### src/rtl/rawp_stream_writer.sv
`timescale 1ns/1ps
// rawp_stream_writer
// Packs a byte stream (valid/ready/last) little-endian into 32-bit words and
// writes them to consecutive word addresses of the DMA RAM raw port, starting
// at a programmed base. Reports stored byte count and error status per frame.
//
// Ports
//   rawp_clk, rawp_rst_n        clock, synchronous active-low reset
//   cmd_start/base/max_len      frame command (honoured only when idle)
//   s_data/s_valid/s_last       byte stream in; s_ready out (state-decoded)
//   rawp_adr_o/dat_o/we_o       RAM write port (byte address, [1:0] = 0)
//   rawp_stall_i                RAM stall, valid the cycle after a write
//   busy, done, done_len, done_err  frame status
module rawp_stream_writer #(
  parameter int ADDR_WIDTH = 12,
  parameter int LEN_WIDTH  = 12
) (
  input  logic                  rawp_clk,
  input  logic                  rawp_rst_n,
  input  logic                  cmd_start,
  input  logic [ADDR_WIDTH-1:0] cmd_base,
  input  logic [LEN_WIDTH-1:0]  cmd_max_len,
  input  logic [7:0]            s_data,
  input  logic                  s_valid,
  input  logic                  s_last,
  output logic                  s_ready,
  output logic [ADDR_WIDTH-1:0] rawp_adr_o,
  output logic [31:0]           rawp_dat_o,
  output logic                  rawp_we_o,
  input  logic                  rawp_stall_i,
  output logic                  busy,
  output logic                  done,
  output logic [LEN_WIDTH-1:0]  done_len,
  output logic                  done_err
);

  typedef enum logic [2:0] {S_IDLE, S_RECV, S_DRAIN, S_WAIT1, S_WAIT2} state_e;

  localparam logic [ADDR_WIDTH-1:0] ALIGN_MASK = {{(ADDR_WIDTH-2){1'b1}}, 2'b00};
  localparam logic [LEN_WIDTH-1:0]  LEN_ONE    = 1;
  localparam logic [ADDR_WIDTH-3:0] WIDX_ONE   = 1;

  state_e                state_q, state_d;
  logic [ADDR_WIDTH-1:0] base_q, base_d;
  logic [LEN_WIDTH-1:0]  max_len_q, max_len_d;
  logic [LEN_WIDTH-1:0]  count_q, count_d;
  logic [1:0]            lane_q, lane_d;
  logic [31:0]           acc_q, acc_d;
  logic [ADDR_WIDTH-3:0] word_idx_q, word_idx_d;
  logic                  err_q, err_d;
  logic                  stall_chk_q;
  logic                  we_q, we_d;
  logic [ADDR_WIDTH-1:0] adr_q, adr_d;
  logic [31:0]           dat_q, dat_d;
  logic                  busy_q, busy_d;
  logic                  done_q, done_d;
  logic [LEN_WIDTH-1:0]  done_len_q, done_len_d;
  logic                  done_err_q, done_err_d;

  logic                  accept;
  logic                  in_range;
  logic [31:0]           acc_ins;
  logic [ADDR_WIDTH-1:0] word_adr;

  assign accept   = s_valid & s_ready;
  assign in_range = count_q < max_len_q;
  // Current byte merged into its lane of the accumulator.
  assign acc_ins  = acc_q | ({24'd0, s_data} << {lane_q, 3'b000});
  // Wraps modulo 2^ADDR_WIDTH by truncation.
  assign word_adr = base_q + {word_idx_q, 2'b00};

  // ---------------------------------------------------------------------------
  // State register
  // ---------------------------------------------------------------------------
  // NOTE: sequential state uses non-blocking assignments so every register
  // samples the pre-edge values, independent of block ordering.
  always_ff @(posedge rawp_clk) begin
    if (!rawp_rst_n) state_q <= S_IDLE;
    else             state_q <= state_d;
  end

  // ---------------------------------------------------------------------------
  // Next-state logic
  // ---------------------------------------------------------------------------
  // NOTE: every combinational output gets a default before the case so no
  // path leaves it unassigned, which would infer a latch.
  always_comb begin
    state_d = state_q;
    unique case (state_q)
      S_IDLE:  if (cmd_start) state_d = S_RECV;
      S_RECV: begin
        if (accept && s_last)         state_d = S_WAIT1;
        else if (accept && !in_range) state_d = S_DRAIN;
      end
      S_DRAIN: if (accept && s_last) state_d = S_WAIT1;
      S_WAIT1: state_d = S_WAIT2;
      S_WAIT2: state_d = S_IDLE;
      default: state_d = S_IDLE;
    endcase
  end

  // ---------------------------------------------------------------------------
  // Output decode: ready depends on state only, never on s_valid.
  // ---------------------------------------------------------------------------
  always_comb begin
    s_ready = (state_q == S_RECV) || (state_q == S_DRAIN);
  end

  // ---------------------------------------------------------------------------
  // Datapath next-state
  // ---------------------------------------------------------------------------
  always_comb begin
    base_d     = base_q;
    max_len_d  = max_len_q;
    count_d    = count_q;
    lane_d     = lane_q;
    acc_d      = acc_q;
    word_idx_d = word_idx_q;
    we_d       = 1'b0;
    adr_d      = adr_q;
    dat_d      = dat_q;
    busy_d     = busy_q;
    done_d     = 1'b0;
    done_len_d = done_len_q;
    done_err_d = done_err_q;
    // The stall of a write is only meaningful in the cycle after it.
    err_d      = err_q | (stall_chk_q & rawp_stall_i);

    case (state_q)
      S_IDLE: begin
        if (cmd_start) begin
          base_d     = cmd_base & ALIGN_MASK;
          max_len_d  = cmd_max_len;
          count_d    = '0;
          lane_d     = '0;
          acc_d      = '0;
          word_idx_d = '0;
          err_d      = 1'b0;
          busy_d     = 1'b1;
        end
      end
      S_RECV: begin
        if (accept) begin
          if (in_range) begin
            count_d = count_q + LEN_ONE;
            if (lane_q == 2'd3 || s_last) begin
              we_d       = 1'b1;
              adr_d      = word_adr;
              dat_d      = acc_ins;
              word_idx_d = word_idx_q + WIDX_ONE;
              lane_d     = '0;
              acc_d      = '0;
            end else begin
              lane_d = lane_q + 2'd1;
              acc_d  = acc_ins;
            end
          end else begin
            // Overflow: drop the byte, flush whatever partial word is held.
            err_d = 1'b1;
            if (lane_q != 2'd0) begin
              we_d       = 1'b1;
              adr_d      = word_adr;
              dat_d      = acc_q;
              word_idx_d = word_idx_q + WIDX_ONE;
              lane_d     = '0;
              acc_d      = '0;
            end
          end
        end
      end
      S_WAIT2: begin
        done_d     = 1'b1;
        done_len_d = count_q;
        done_err_d = err_d;
        busy_d     = 1'b0;
      end
      default: ;
    endcase
  end

  always_ff @(posedge rawp_clk) begin
    if (!rawp_rst_n) begin
      base_q      <= '0;
      max_len_q   <= '0;
      count_q     <= '0;
      lane_q      <= '0;
      acc_q       <= '0;
      word_idx_q  <= '0;
      err_q       <= 1'b0;
      stall_chk_q <= 1'b0;
      we_q        <= 1'b0;
      adr_q       <= '0;
      dat_q       <= '0;
      busy_q      <= 1'b0;
      done_q      <= 1'b0;
      done_len_q  <= '0;
      done_err_q  <= 1'b0;
    end else begin
      base_q      <= base_d;
      max_len_q   <= max_len_d;
      count_q     <= count_d;
      lane_q      <= lane_d;
      acc_q       <= acc_d;
      word_idx_q  <= word_idx_d;
      err_q       <= err_d;
      stall_chk_q <= we_q;
      we_q        <= we_d;
      adr_q       <= adr_d;
      dat_q       <= dat_d;
      busy_q      <= busy_d;
      done_q      <= done_d;
      done_len_q  <= done_len_d;
      done_err_q  <= done_err_d;
    end
  end

  assign rawp_we_o  = we_q;
  assign rawp_adr_o = adr_q;
  assign rawp_dat_o = dat_q;
  assign busy       = busy_q;
  assign done       = done_q;
  assign done_len   = done_len_q;
  assign done_err   = done_err_q;

endmodule
### config.mk
export PLATFORM = sky130hd
export DESIGN_NAME = rawp_stream_writer
export DESIGN_NICKNAME = d
export VERILOG_FILES = /design/src/rtl/rawp_stream_writer.sv
export SDC_FILE = /design/constraint.sdc
export NUM_CORES = 1
export LEC_CHECK = 0
export BUFFER_PORTS_ARGS = -buffer_cell sky130_fd_sc_hd__buf_4
export CELL_PAD_IN_SITES_DETAIL_PLACEMENT = 0
export CELL_PAD_IN_SITES_GLOBAL_PLACEMENT = 1
export CORE_ASPECT_RATIO = 2
export CORE_MARGIN = 1
export CORE_UTILIZATION = 42
export DETAILED_ROUTE_END_ITERATION = 10
export HOLD_SLACK_MARGIN = 0.06
export PLACE_DENSITY_LB_ADDON = 0.25
export SYNTH_ARGS = -nofsm -noshare
export SYNTH_HDL_FRONTEND = slang
export SYNTH_SLANG_ARGS = --single-unit
### constraint.sdc
create_clock -name rawp_clk -period 2.97 [get_ports rawp_clk]
set_clock_uncertainty 0.1 [all_clocks]
set_input_delay 0.1485 -clock rawp_clk [delete_from_list [all_inputs] [get_ports rawp_clk]]
set_output_delay 0.1485 -clock rawp_clk [all_outputs]
set_load 0.005 [all_outputs]
==> metrics.txt <==
status finished clean; overall power just under 5 mW; number of flops mapped to enable cells by yosys 0; Peak VDD IR roughly 600 uV; die width 87.7 um; grt met2 use roughly 44%; Compound-Gate Fraction of Synth Area approximately 23%; kind of critical path flop to flop; Die Ht around 170 um; Adder-Cell Fraction of Synth Area between 5 and 6%; Global Route Usage Sum around a quarter; Slew @ Worst Pin 963 ps; flops & latches, synth about 140; CTS tree done; die area approximately 15000 sq um; Area growth syn-to-layout 29.3%; DR iter-0 viols between 200 and 300; Max Buffers Root-to-Sink 2; CP Launch Type flop; drt wl/cell approximately 16 um; RSZ-0062 raised after global routing false; M3 GR Usage under 10%; period utilisation layout just over 90%; remaining global-route overflow 0; Final Hold Fails 0; Setup-failing EPs final 0; largest area contributor in the netlist dfxtp_1; Synth top cells by count dfxtp_1, a21oi_1, nand2_1; sequential element share of the synthesized area between 40% and 50%; layout cells sized above 1 18.5%; Core Box Area approximately 14000 sq um; Post-Synth XOR/XNOR Area under 10%; simple-gate area share of the yosys netlist 16.4%; fin cells around 1100; num ports roughly 100; main combinational cell family by area after synthesis compound AO/OA/AOI/OAI gates; met1 Track Usage GR between 20% and 30%; max_cap viols 0; ys async rst share 0%; # port buffers 94; total negative slack 0 ps; root buf cell clkbuf_16; Post-Synthesis Cell Area between 6000 and 7000 sq um; first-pass GRT wire length roughly 27000 um; Crit Path Max Fanout 34; Crit. End Element flop; Post-CTS Setup Repair Bufs 0; largest net degree at the start of global routing 50; pre-CTS setup slack between 200 and 250 ps; pwr dens 624 nW/um^2; mux cell area share after synthesis 1.14%; cell with the most instances after synthesis dfxtp_1; Max Slew Vio Count 0; Cell Chain, Critical Path inv_1 -> ha_1 -> a21o_1 -> a211oi_2 -> o211ai_2 -> and2_4 -> a31oi_4 -> mux2i_1 -> nor2_1; FP Rows 62; required time of the critical path between 3000 and 4000 ps; CTS buffer count 17; Final Hold Slack roughly 88 ps; Placer Congestion roughly 0.85; top cell type's share of synthesized area between 40% and 50%; DP HPWL ~12000 um; minimum clock period 2770 ps; worst hold-check path type input port to flop; crit-path max cell delay between 700 and 800 ps; placed insts roughly 980; antenna-violating nets left 0; Final Instance Area between 7000 and 8000 sq um; Pre-Repair DR Iteration Count 5; Synth Warn # 0; initial antenna violation count 0; slew margin rel. a little over a third; Max Freq ~360 MHz; vias in the first global route approximately 5600; top_reg_cell synth dfxtp_1; syn_area_per_cell between 8 and 9 sq um; final core utilization a little under three fifths; CP arrival 2980 ps; Skew-Pair Late Insertion Delay around 420 ps; Initial Util a little over two fifths; GR peak layer met2; n_diodes 0; Post-Syn Instances 733; H-tree depth 4; Cell Area, Placed between 7000 and 8000 sq um; vias per cell around 5.3; Vias 5571; top post-synthesis cells by area dfxtp_1, a21oi_1, nand2_1; final net count between 900 and 1000; CP max stage cell a31oi_4; worst setup margin 200 ps; drt drc 0; library cells used by synthesis between 60 and 70; drt total wl roughly 17000 um; clock tree sinks approximately 140; Clock transition at path regs around 60 ps; P_leak around 3.1 nW
layout by cell type (no fill, tap or decap), types with 3 or more instances in the layout:
master,instances
a21o_1,4
and2_1,3
nor3_1,6
nor2_1,73
inv_6,4
a2111oi_2,3
mux2i_1,3
ha_1,24
buf_4,103
dfxtp_1,141
nor4_1,4
xor2_1,6
xnor2_1,15
o21ai_0,45
nand3_1,14
nor3_2,5
a211oi_1,7
clkbuf_16,17
nand2b_1,6
a31oi_1,33
inv_1,23
nand2_1,102
a21oi_1,115
clkinv_4,3
buf_12,4
dlygate4sd3_1,34
nor2b_1,3
registers in the layout (all words and copies together) (netlist names):
register	count
done	1
word_idx_q	10
busy	1
stall_chk_q	1
rawp_dat_o	32
done_len	12
count_q	12
acc_q	32
done_err	1
lane_q	2
base_q	10
err_q	1
state_q	3
rawp_we_o	1
rawp_adr_o	10
max_len_q	12
logic make-up (layout without fill, tap and decap cells):
logic type,after synthesis,after routing
buffers and inverters,73,197
other,1,2
XOR/XNOR,21,21
multiplexers,6,6
AO/OA/AOI/OAI,236,236
adder cells (fa/ha/maj),25,25
flip-flops,141,141
AND/OR/NAND/NOR,230,230
per-layer routing:
| layer | vias up | share of wire, % |
|---|---|---|
| li1 | 2776 | - |
| met1 | 2624 | 36 |
| met2 | 140 | 57 |
| met3 | 31 | 3.5 |
| met4 | 0 | 3.8 |
| met5 | - | 0 |
worst paths after layout:
check | to | slack (ps) | start | cells past startpoint
worst max-delay path | lane_q[1] | 200 | max_len_q[7] | 9
worst min register to register | done_len[7] | 350 | done_len[7] | 2
worst max register to register | lane_q[1] | 200 | max_len_q[7] | 9
worst min-delay path | rawp_dat_o[13] | 90 | rawp_rst_n | 3
critical path: cells and delay by family, from the launching register on:
kind / cells / cell delay, ps
compound gates: 4 / 1340
flops: 1 / 330
mux: 1 / 270
simple gates: 2 / 260
buf+inv: 1 / 50
fa+ha+maj: 1 / 300
power breakdown:
part	switching [mW]	internal (mW)	total, mW
Sequential	0.0746	1.99	2.06
Clock	0.855	1.27	2.13
Combinational	0.460	0.318	0.778
layout make-up:
| class | count | area (sq um) |
|---|---|---|
| sequential | 141 | 2820 |
| inverter | 24 | 90.1 |
| tap | 192 | 240 |
| multi-input combinational | 520 | 3030 |
| clock inverter | 14 | 158 |
| clock buffer | 18 | 439 |
| timing repair buffer | 141 | 1190 |
| fill | 1352 | 6380 |
timing repair:
| action | CTS | global route |
|---|---|---|
| hold endpoints to repair | 89 | 0 |
| hold buffers | 34 | 0 |
| resized for setup | 0 | 0 |
Note: power is estimated with default switching activity, not from simulation.
